<file path="src/rtl/delay_sweep_controller.sv">
// Delay-element sweep controller.
// Holds a static delay code per channel. On command it either requests a
// random re-draw, or sweeps every channel through the codes no/min/typ/max/
// random, dwelling D cycles on each. While on the random code it also
// re-requests a draw every RESEED dwell cycles.
module delay_sweep_controller #(
    parameter int NUM_CH  = 4,
    parameter int DWELL_W = 16,
    parameter int RESEED  = 8
) (
    input  logic                                           clk,
    input  logic                                           reset_n,
    input  logic                                           cfg_valid,
    output logic                                           cfg_ready,
    input  logic [((NUM_CH > 1) ? $clog2(NUM_CH) : 1)-1:0] cfg_ch,
    input  logic [2:0]                                     cfg_type,
    output logic                                           cfg_error,
    input  logic                                           start,
    input  logic                                           stop,
    input  logic                                           sweep_mode,
    input  logic [DWELL_W-1:0]                             dwell_cycles,
    output logic [3*NUM_CH-1:0]                            delay_type_out,
    output logic                                           new_values,
    output logic                                           busy,
    output logic                                           sweep_done,
    output logic [2:0]                                     phase
);

    localparam int CH_W = (NUM_CH > 1) ? $clog2(NUM_CH) : 1;
    localparam int RS_W = $clog2(RESEED + 1);

    localparam logic [RS_W-1:0]    RS_ONE = RS_W'(32'd1);
    localparam logic [RS_W-1:0]    RS_MAX = RS_W'(RESEED);
    localparam logic [DWELL_W-1:0] D_ONE  = DWELL_W'(32'd1);

    localparam logic [2:0] S_IDLE    = 3'd0;
    localparam logic [2:0] S_APPLY   = 3'd1;
    localparam logic [2:0] S_DWELL   = 3'd2;
    localparam logic [2:0] S_ADVANCE = 3'd3;
    localparam logic [2:0] S_DONE    = 3'd4;

    logic [2:0]          state_r, state_next_s;
    logic [2:0]          phase_r, phase_next_s;
    logic [3*NUM_CH-1:0] static_r, static_next_s;
    logic [3*NUM_CH-1:0] dto_r, dto_next_s;
    logic [DWELL_W-1:0]  dwell_len_r, dwell_len_next_s;
    logic [DWELL_W-1:0]  dwell_cnt_r, dwell_cnt_next_s;
    logic [RS_W-1:0]     reseed_cnt_r, reseed_cnt_next_s;
    logic                new_values_r, nv_next_s;
    logic                done_r, done_next_s;
    logic                err_r, err_next_s;
    logic                busy_r, cfg_ready_r;
    logic                run_en_r;
    logic                cfg_fire_s;
    logic [2:0]          cfg_code_s;
    logic                in_sweep_next_s;

    assign delay_type_out = dto_r;
    assign new_values     = new_values_r;
    assign busy           = busy_r;
    assign sweep_done     = done_r;
    assign cfg_error      = err_r;
    assign cfg_ready      = cfg_ready_r;
    assign phase          = phase_r;

    // Reset release synchroniser: commands are honoured from the second edge after release.
    always_ff @(posedge clk or negedge reset_n) begin
        if (!reset_n) begin
            run_en_r <= 1'b0;
        end else begin
            run_en_r <= 1'b1;
        end
    end

    // Next-state, static-register write and output computation.
    always_comb begin
        state_next_s      = state_r;
        phase_next_s      = phase_r;
        dwell_len_next_s  = dwell_len_r;
        dwell_cnt_next_s  = dwell_cnt_r;
        reseed_cnt_next_s = reseed_cnt_r;
        nv_next_s         = new_values_r;
        done_next_s       = 1'b0;

        // Static configuration write; illegal codes are stored as "no delay".
        cfg_fire_s = cfg_valid && cfg_ready_r;
        cfg_code_s = (cfg_type > 3'd4) ? 3'd0 : cfg_type;
        err_next_s = cfg_fire_s && (cfg_type > 3'd4);
        for (int k = 0; k < NUM_CH; k++) begin
            static_next_s[3*k +: 3] = (cfg_fire_s && (cfg_ch == k[CH_W-1:0])) ?
                                      cfg_code_s : static_r[3*k +: 3];
        end

        case (state_r)
            S_IDLE: begin
                if (start && !stop && run_en_r) begin
                    nv_next_s = ~new_values_r;
                    if (sweep_mode) begin
                        state_next_s     = S_APPLY;
                        phase_next_s     = 3'd0;
                        dwell_len_next_s = (dwell_cycles == '0) ? D_ONE : dwell_cycles;
                    end else begin
                        state_next_s = S_IDLE;
                    end
                end else begin
                    state_next_s = S_IDLE;
                end
            end
            S_APPLY: begin
                if (stop) begin
                    state_next_s = S_IDLE;
                end else begin
                    state_next_s      = S_DWELL;
                    dwell_cnt_next_s  = D_ONE;
                    reseed_cnt_next_s = RS_ONE;
                    nv_next_s = ((phase_r == 3'd4) && (RS_ONE == RS_MAX)) ?
                                ~new_values_r : new_values_r;
                end
            end
            S_DWELL: begin
                if (stop) begin
                    state_next_s = S_IDLE;
                end else if (dwell_cnt_r == dwell_len_r) begin
                    state_next_s = S_ADVANCE;
                end else begin
                    state_next_s      = S_DWELL;
                    dwell_cnt_next_s  = dwell_cnt_r + D_ONE;
                    reseed_cnt_next_s = (reseed_cnt_r == RS_MAX) ? RS_ONE : reseed_cnt_r + RS_ONE;
                    nv_next_s = ((phase_r == 3'd4) && (reseed_cnt_next_s == RS_MAX)) ?
                                ~new_values_r : new_values_r;
                end
            end
            S_ADVANCE: begin
                if (stop) begin
                    state_next_s = S_IDLE;
                end else if (phase_r < 3'd4) begin
                    state_next_s = S_APPLY;
                    phase_next_s = phase_r + 3'd1;
                    nv_next_s    = ~new_values_r;
                end else begin
                    state_next_s = S_DONE;
                    done_next_s  = 1'b1;
                end
            end
            S_DONE: begin
                state_next_s = S_IDLE;
            end
            default: begin
                state_next_s = S_IDLE;
            end
        endcase

        // Channels follow the sweep code from APPLY through ADVANCE, otherwise the static codes.
        in_sweep_next_s = (state_next_s == S_APPLY) || (state_next_s == S_DWELL) ||
                          (state_next_s == S_ADVANCE);
        dto_next_s = in_sweep_next_s ? {NUM_CH{phase_next_s}} : static_next_s;
    end

    // State, static registers and registered outputs.
    always_ff @(posedge clk or negedge reset_n) begin
        if (!reset_n) begin
            state_r      <= S_IDLE;
            phase_r      <= 3'd0;
            static_r     <= '0;
            dto_r        <= '0;
            dwell_len_r  <= D_ONE;
            dwell_cnt_r  <= '0;
            reseed_cnt_r <= '0;
            new_values_r <= 1'b0;
            done_r       <= 1'b0;
            err_r        <= 1'b0;
            busy_r       <= 1'b0;
            cfg_ready_r  <= 1'b1;
        end else begin
            state_r      <= state_next_s;
            phase_r      <= phase_next_s;
            static_r     <= static_next_s;
            dto_r        <= dto_next_s;
            dwell_len_r  <= dwell_len_next_s;
            dwell_cnt_r  <= dwell_cnt_next_s;
            reseed_cnt_r <= reseed_cnt_next_s;
            new_values_r <= nv_next_s;
            done_r       <= done_next_s;
            err_r        <= err_next_s;
            busy_r       <= (state_next_s != S_IDLE);
            cfg_ready_r  <= (state_next_s == S_IDLE);
        end
    end

endmodule

</file>
<file path="config.mk">
export PLATFORM = sky130hd
export DESIGN_NAME = delay_sweep_controller
export DESIGN_NICKNAME = d
export VERILOG_FILES = /design/src/rtl/delay_sweep_controller.sv
export SDC_FILE = /design/constraint.sdc
export NUM_CORES = 1
export LEC_CHECK = 0
export ABC_AREA = 1
export CAP_MARGIN = 20
export CORE_ASPECT_RATIO = 1.1
export CORE_MARGIN = 1.5
export CORE_UTILIZATION = 30
export DETAILED_ROUTE_END_ITERATION = 6
export PLACE_DENSITY_LB_ADDON = 0.3
export SLEW_MARGIN = 20
export SYNTH_ARGS = -nofsm -noshare
export SYNTH_HDL_FRONTEND = slang
export SYNTH_SLANG_ARGS = --single-unit
</file>
<file path="constraint.sdc">
create_clock -name clk -period 1.4 [get_ports clk]
set_input_delay 0.14 -clock clk [delete_from_list [all_inputs] [get_ports clk]]
set_output_delay 0.14 -clock clk [all_outputs]
set_load 0.01 [all_outputs]
</file>
## After elaboration in Yosys (flattened, before gate mapping)

Index checks and enable logic that the tools add are counted.

- Register bits: 72
- Input port bits: 27
- Word-level logic and storage cells: 100

- Add/sub/neg operators: 3
- Order comparisons: 2
- Equality and inequality tests: 20
- Multiplexer cells: 39
- Bitwise logic cells: 1
- Reduce and logical (&&, ||, !) cells: 22

Operators with widths:

| kind | count |
|---|---|
| 16-bit two-way mux | 4 |
| 3-bit two-way mux | 12 |
| 16-bit case mux with 2 select lines | 1 |
| 16-bit by 1-bit adder with 16-bit output (second input constant) | 1 |
| 16-bit equality test | 1 |
| 16-bit logical NOT | 1 |
| 4-bit two-way mux | 4 |
| 2-bit != test (second input constant) | 7 |
| 3-bit by 2-bit equality test with 1-bit output (second input constant) | 4 |
| 12-bit two-way mux | 1 |
| 3-bit case mux with 4 select lines | 1 |
| 1-bit two-way mux | 11 |
| 1-bit logical AND | 9 |
| 4-bit equality test (second input constant) | 2 |
| 4-bit case mux with 2 select lines | 1 |
| 7-bit AND reduction | 1 |
| 3-bit by 1-bit equality test with 1-bit output (second input constant) | 2 |
| 3-bit logical NOT | 2 |
| 3-bit case mux with 2 select lines | 1 |
| 3-bit nonzero test | 2 |
| 4-bit by 1-bit adder with 4-bit output (second input constant) | 1 |
| 2-bit equality test (second input constant) | 2 |
| 2-bit two-way mux | 2 |
| 4-bit AND reduction | 1 |
| 12 further kinds | 13 |

## Depth between registers and ports, before layout

Gate-level depths: netlist of the first run.

- Word-level depth: 9
- Gate-level depth with buffers: 13

## Least setup slack after synthesis of the first run

OpenSTA, ideal clock, no wires.

- Path kind: reg2reg
- From: register dwell_len_r[0]
- To: register dwell_cnt_r[0]
- Arrival: 1.365 ns
- Data required time: 1.273 ns
- Setup slack: -0.092 ns
- Cell stages (with the launch flop): 11
- Period minus slack after synthesis: 1.492 ns
- Cell sequence: dfstp_2 -> inv_1 -> nand2_1 -> nand2_1 -> nor2_1 -> nand2_1 -> nor2_4 -> nand3_4 -> nand2_8 -> buf_6 -> o21ai_0

- Word-level cells in the longest chain between the ends: 3

RTL lines:

| element | RTL line | RTL |
|---|---|---|
| from (decl) | 46 | `logic [DWELL_W-1:0] dwell_len_r, dwell_len_next_s;` |
| from (signal assigned) | 179 | `dwell_len_r <= dwell_len_next_s;` |
| 16-bit equality test | 123 | `end else if (dwell_cnt_r == dwell_len_r) begin` |
| 2-bit != test (no line) | n/a |  |
| 4-bit AND reduction (no line) | n/a |  |
| to (signal assigned) | 180 | `dwell_cnt_r <= dwell_cnt_next_s;` |
| to (decl) | 47 | `logic [DWELL_W-1:0] dwell_cnt_r, dwell_cnt_next_s;` |

No other way between the ends.
A chain may end at the register's enable or synchronous reset.

## Final worst setup path of the first run

- From: register dwell_len_r[8]
- To: register dwell_cnt_r[0]

Same word-level chain as after synthesis.

==> summary.md, run 1 <==
| Metric | Value |
|---|---|
| Status | finished, violations left |
| Failing checks | setup timing |
| Post-DP HPWL | 7660 µm |
| Vias per inst | 4.77 |
| Largest net degree at the start of global routing | 35 |
| Placed Instances | 750 |
| Max VDD drop | 0.000797 V |
| Hold Fails Final Rpt | 0 |
| Critical Path, Cell by Cell | inv_1 -> nand2_1 -> nand2_1 -> nor2_2 -> nand2_2 -> nor2_4 -> nand3_4 -> buf_12 -> nand2_8 -> nand2_1 -> o21ai_1 |
| Setup_tns | -7.39 ns |
| # fillers | 1,134 |
| GR Util All Layers | 18.2% |
| Post-Synthesis Cell Area | 3770 µm² |
| Final setup skew | 0.00978 ns |
| Vert. Die Dim | 121 µm |
| Finished Layout Cells | 792 |
| Sequential-to-total area share from yosys stat | 47.9% |
| Startpoint types | flip-flop |
| Final Slew Violations | 0 |
| Post-synth cell types | 34 |
| DRC violations left | 0 |
| Final min period | 1.62 ns |
| Synthesis-to-finish area growth | 59.9% |
| Max clock buf depth | 2 |
| Crit path buffers/inverters | 2 |
| Post-Syn Area per Cell | 7.93 µm² |
| EDFF count, synth | 0 |
| Total power | 7.07 mW |
| Worst-Skew Late Latency | 0.35 ns |
| Area occupied by registers | 1810 µm² |
| Flop pwr share | 37.4% |
| Clock H-tree levels | 3 |
| Sw Share | 30.0% |
| Core area | 12,100 µm² |
| Yosys warnings | 0 |
| CTS tree | done |
| I/O Buffers | 46 |
| Max_cap viols | 0 |
| CP delay by family, top | simple AND/OR/NAND/NOR gates |
| Critical Path RT | 1.66 ns |
| WL/cell | 14.6 µm |
| Initial antenna violation count | 0 |
| Net Count, Synth | 508 |
| Leakage | 2.93 nW |
| Ports | 47 |
| Layout cells sized above 1 | 35.9% |
| Combinational share of power | 26.8% |
| Vias | 3,778 |
| Most frequent cell after synthesis | nand2_1 |
| Internal cell power | 4.95 mW |
| Nets | 666 |
| Critical path arrival | 1.88 ns |
| Ys flop type | dfrtp_1 |
| CP max stage delay | 0.36 ns |
| CP most frequent cell | nand2_1 |
| Total Die Area | 13,200 µm² |
| CTS root buf | clkbuf_16 |
| CP Max Fanout | 8 |
| Pre-Repair DR Iteration Count | 4 |
| GPL Wtd Cong | 0.848 |
| Ant. Diodes | 0 |
| GRT overflow | 0 |
| First-pass GRT wire length | 18,200 µm |
| Synth Register Bits | 72 |
| Final setup vio count | 51 |
| Crit path max-delay cell type | dfrtp_1 |
| Synth async-reset ratio | 100% |
| Net Sw Power | 2.12 mW |
| RSZ-0062 raised after global routing | yes |
| TritonCTS buffer count | 9 |
| Clk sink count | 72 |
| Routed Antenna Nets | 0 |
| Worst Hold Class | primary input to asynchronous set/reset pin |
| Clock power share | 35.8% |
| Post-synth top cells | nand2_1 (156), dfrtp_1 (70), inv_1 (49) |
| FP Rows | 42 |
| Crit end category | flip-flop |
| Multi-input gate area | 2080 µm² |
| Die Wd | 110 µm |
| Detailed Route WL | 11,600 µm |
| Starting Density | 31.0% |
| Vias in the first global route | 3,820 |
| P per Cell Area | 1170 nW/µm² |
| Clk slew on worst S/H paths | 0.06 ns |
| F_max | 618 MHz |
| Top area cells in the synthesized netlist | dfrtp_1 (46%), nand2_1 (16%), nand3_1 (5.0%) |
| Yosys top cell area share | 46.5% |
| Final critical-path setup slack | -0.219 ns |
| Critical path class | flip-flop to flip-flop |
| Fin crit share | 116% |
| Syn Inst Count | 475 |
| Synth area leader | dfrtp_1 |
| Iteration-0 DRC Markers | 168 |
layout by cell type, fill, tap and decap left out, types with 2 or more instances in the layout:
cell	count
a21oi_1	3
a21oi_2	2
buf_12	9
buf_4	89
buf_6	4
bufinv_16	2
clkbuf_16	11
clkdlybuf4s50_1	37
clkinvlp_4	3
dfrtp_1	69
dfstp_2	2
dlygate4sd2_1	5
dlymetal6s2s_1	3
ha_1	5
inv_1	45
inv_2	11
inv_6	2
nand2_1	121
nand2_2	24
nand2_4	16
nand2_8	6
nand3_1	33
nand3_2	6
nand3_4	2
nand4_1	20
nor2_1	19
nor2_2	4
nor2_4	5
nor3_1	13
nor4_1	4
o21ai_0	2
o21ai_1	22
o21ai_2	21
or2_2	2
xor2_1	4
worst paths after layout:
path,startpoint,endpoint,slack [ns],cells past startpoint
hold reg to reg,new_values$_DFFE_PN0P_,new_values$_DFFE_PN0P_,0.50,2
min in group clk,dwell_cycles[7],dwell_len_r[7]$_DFFE_PN0N_,0.38,3
hold / removal,reset_n,dwell_cnt_r[13]$_DFFE_PN0P_,0.27,2
setup reg to reg,dwell_len_r[8]$_DFFE_PN0N_,dwell_cnt_r[0]$_DFFE_PN0P_,-0.22,11
max in group asynchronous,reset_n,dwell_len_r[0]$_DFFE_PN1N_,0.55,3
setup / recovery,dwell_len_r[8]$_DFFE_PN0N_,dwell_cnt_r[0]$_DFFE_PN0P_,-0.22,11
final cells by class:
type                            count  share of cell area (%)
Inverter                           57                    3.61
Clock inverter                      6                    1.54
Timing Repair Buffer              151                    23.4
Sequential cell                    72                    30.0
Tap cell                          154                    3.20
Clock buffer                       10                    3.80
Multi-Input combinational cell    342                    34.5
logic make-up after synthesis:
logic type      after synthesis  synth area share (%)
simple gates                271                  32.4
flops                        72                  47.9
buf+inv                      68                  7.87
compound gates               53                  8.80
fa+ha+maj                     6                  1.99
xor+xnor                      4                 0.930
other cells                   1                0.0995
through the flow:
step | instance area [µm²] | util (%) | worst slack, ns | hold WS (ns)
6_report | 6030 | 49.6 | -0.219 | 0.274
5_1_grt | 6030 | 49.6 | -0.329 | 0.314
4_1_cts | 5670 | 46.7 | -0.181 | 0.286
3_5_place_dp | 5030 | 41.5 | -0.366 | 0.116
3_3_place_gp | 5030 | 41.5 | -0.304 | 0.106
2_1_floorplan | 3800 | - | -0.0565 | -0.156
state kept, by name, indices dropped and copies added (netlist names):
name            cells
busy                1
cfg_error           1
cfg_ready           1
delay_type_out     12
dwell_cnt_r        16
dwell_len_r        16
new_values          1
phase               3
reseed_cnt_r        4
run_en_r            1
state_r             3
static_r           12
sweep_done          1
power groups by stage:
stage,registers [mW],logic (mW),clock network (mW)
2_1_floorplan,2.68,0.730,0
3_3_place_gp,2.67,1.60,0
3_5_place_dp,2.67,1.65,0
4_1_cts,2.65,1.72,2.57
5_1_grt,2.69,2.10,2.67
6_report,2.64,1.89,2.53
what timing repair did:
action,in CTS,in global routing
resized for setup,30,95
buffers inserted,7,8
setup endpoints to repair,59,63
cloned,7,3
hold buffers,1,0
pin swaps,5,11
hold endpoints to repair,13,0
layer usage:
metal,wire [µm],GRT usage [%],vias to the layer above
met4,238,6.98,0
met1,4580,19.9,1806
met5,0,0,-
met3,556,4.04,18
met2,6220,33.4,92
li1,-,-,1862
(Power assumes the default switching activity.)
==> run 2, diff against run 1 <==
--- a/config.mk
+++ b/config.mk
@@ -12,6 +12,7 @@
 export CORE_UTILIZATION = 30
 export DETAILED_ROUTE_END_ITERATION = 6
 export PLACE_DENSITY_LB_ADDON = 0.3
+export SKIP_LAST_GASP = 1
 export SLEW_MARGIN = 20
 export SYNTH_ARGS = -nofsm -noshare
 export SYNTH_HDL_FRONTEND = slang
==> summary.md, run 2 (synthesis gave the netlist of run 1 again) <==
| Metric | Value |
|---|---|
| Final setup skew | 0.0103 ns (+0.000552 ns) |
| GRT overflow | 0 (unchanged) |
| FF-to-FF Start | dwell_len_r[8]$_DFFE_PN0N_ |
| Final setup vio count | 51 (unchanged) |
| Ant. Diodes | 0 (unchanged) |
| Core area | 12,100 µm² (unchanged) |
| Die Wd | 110 µm (unchanged) |
| WL/cell | 14.6 µm (-0.27%) |
| Top flop regs | dwell_cnt_r (16), dwell_len_r (16) |
| Ports | 47 (unchanged) |
| Max VDD drop | 0.000795 V (-0.28%) |
| Finished Layout Cells | 792 (unchanged) |
| Max clock buf depth | 2 (unchanged) |
| P per Cell Area | 1170 nW/µm² (about the same) |
| Vias | 3,765 (-0.34%) |
| Clk sink count | 72 (unchanged) |
| Total Die Area | 13,200 µm² (unchanged) |
| Pre-Repair DR Iteration Count | 4 (unchanged) |
| WL met2 | 6210 µm (-0.19%) |
| Area of placed instances | 5030 µm² (unchanged) |
| Starting Density | 31.0% (unchanged) |
| Initial antenna violation count | 0 (unchanged) |
| Wire length on met1 | 4500 µm (-1.7%) |
| Vias in the first global route | 3,820 (unchanged) |
| Crit. Startpoint | dwell_len_r[8]$_DFFE_PN0N_ |
| Startpoint types | flip-flop |
| Iteration-0 DRC Markers | 164 (-2.4%) |
| Max_cap viols | 0 (unchanged) |
| Most common library cell in the layout ignoring fill and taps | nand2_1 |
| RSZ-0062 raised after global routing | yes |
| Vias per inst | 4.75 (-0.34%) |
| Fin crit share | 115% (-0.54 points) |
| Reg-to-reg endpoint | dwell_cnt_r[0]$_DFFE_PN0P_ |
| Crit end category | flip-flop |
| Nets | 666 (unchanged) |
| I/O Buffers | 46 (unchanged) |
| Largest net degree at the start of global routing | 35 (unchanged) |
| Post-DP HPWL | 7660 µm (unchanged) |
| Critical path class | flip-flop to flip-flop |
| Synthesis-to-finish area growth | 59.8% (about the same) |
| Most frequent cells in the layout | nand2_1 (121), buf_4 (89), dfrtp_1 (69) |
| Critical Path RT | 1.66 ns (about the same) |
| Routed Antenna Nets | 0 (unchanged) |
| Status | finished, violations left |
| R2R depth | 11 (unchanged) |
| GR Util All Layers | 18.2% (unchanged) |
| Failing checks | setup timing |
| FP Rows | 42 (unchanged) |
| CP Max Fanout | 8 (unchanged) |
| Crit path to | dwell_cnt_r[0]$_DFFE_PN0P_ |
| Detailed Route WL | 11,600 µm (-0.27%) |
| Final critical-path setup slack | -0.211 ns (+0.00763 ns) |
| Final min period | 1.61 ns (-0.00763 ns) |
| TritonCTS buffer count | 9 (unchanged) |
| Post-Place Worst Slack | -0.366 ns (unchanged) |
| GPL Wtd Cong | 0.848 (unchanged) |
| Worst Hold Class | primary input to asynchronous set/reset pin |
| Highest routed layer | met4 |
| Layout cells sized above 1 | 35.7% (-0.16 points) |
| Met3 Routed Length | 613 µm (+10%) |
| Worst-Skew Late Latency | 0.35 ns (about the same) |
| Hold Fails Final Rpt | 0 (unchanged) |
| CTS tree | done |
| Final instance area | 6020 µm² (about the same) |
| F_max | 621 MHz (+0.47%) |
| Placed Instances | 750 (unchanged) |
| Vert. Die Dim | 121 µm (unchanged) |
| DRC violations left | 0 (unchanged) |
| CTS root buf | clkbuf_16 |
| Clock H-tree levels | 3 (unchanged) |
| Clk slew on worst S/H paths | 0.06 ns (about the same) |
| Reg2reg setup slack | -0.21 ns (about the same) |
| Leakage | 2.93 nW (about the same) |
| Critical path arrival | 1.88 ns (about the same) |
| Final Slew Violations | 0 (unchanged) |
| First-pass GRT wire length | 18,200 µm (unchanged) |
| Setup_tns | -7.28 ns (+0.109 ns) |
==> run 2: area by class of cell <==
| cell class | count | area (µm²) |
|---|---|---|
| Timing Repair Buffer | 151 | 1410 |
| Sequential cell | 72 | 1810 |
| Clock inverter | 6 | 92.6 |
| Clock buffer | 10 | 229 |
| Inverter | 57 | 218 |
| Multi-Input combinational cell | 342 | 2070 |
| Fill cell | 1134 | 6120 |
| Tap cell | 154 | 193 |
==> run 2: worst max-delay path, stage by stage, from the launching register on <==
cell and delay (ns):
dfrtp_1 0.36, inv_1 0.07, nand2_1 0.07, nand2_1 0.06, nor2_2 0.14, nand2_2 0.09
nor2_4 0.20, nand3_4 0.11, buf_12 0.19, nand2_8 0.10, nand2_1 0.06, o21ai_1 0.07
==> run 2: worst min path at each step <==
stage / start / to / slack (ns) / cells after the start
final: reset_n / dwell_cnt_r[13]$_DFFE_PN0P_ / 0.27 / 2
after global routing: reset_n / dwell_cnt_r[13]$_DFFE_PN0P_ / 0.31 / 2
after CTS: reset_n / dwell_cnt_r[13]$_DFFE_PN0P_ / 0.29 / 2
after detailed placement: reset_n / dwell_cnt_r[13]$_DFFE_PN0P_ / 0.12 / 1
after global placement: reset_n / dwell_len_r[13]$_DFFE_PN0N_ / 0.11 / 1
after floorplan: reset_n / busy$_DFF_PN0_ / -0.16 / 0
==> run 2: layer usage <==
layer	vias to the layer above	global-route usage, %
met1	1789	19.9
met2	100	33.4
met4	0	6.98
li1	1858	-
met3	18	4.04
met5	-	0
==> run 2: what timing repair did <==
| item | CTS | global route |
|---|---|---|
| buffers inserted | 7 | 8 |
| setup endpoints to repair | 59 | 63 |
| endpoints found under the hold margin | 13 | 0 |
| gates cloned | 7 | 3 |
| gates resized for setup | 29 | 93 |
| hold buffers | 1 | 0 |
| pin swaps | 5 | 10 |
==> run 2: power by group <==
part | leakage, nW | internal [mW] | switching, mW
combinational | 1.86 | 0.953 | 0.937
sequential | 0.918 | 2.42 | 0.220
clock | 0.150 | 1.57 | 0.957
total | 2.93 | 4.95 | 2.11
==> run 2: through the flow <==
stage	total power [mW]	util (%)	hold WS, ns
after global placement	4.27	41.5	0.106
after global routing	7.45	49.6	0.314
after CTS	6.94	46.7	0.286
after floorplan	3.41	-	-0.156
final	7.06	49.6	0.270
after detailed placement	4.32	41.5	0.116
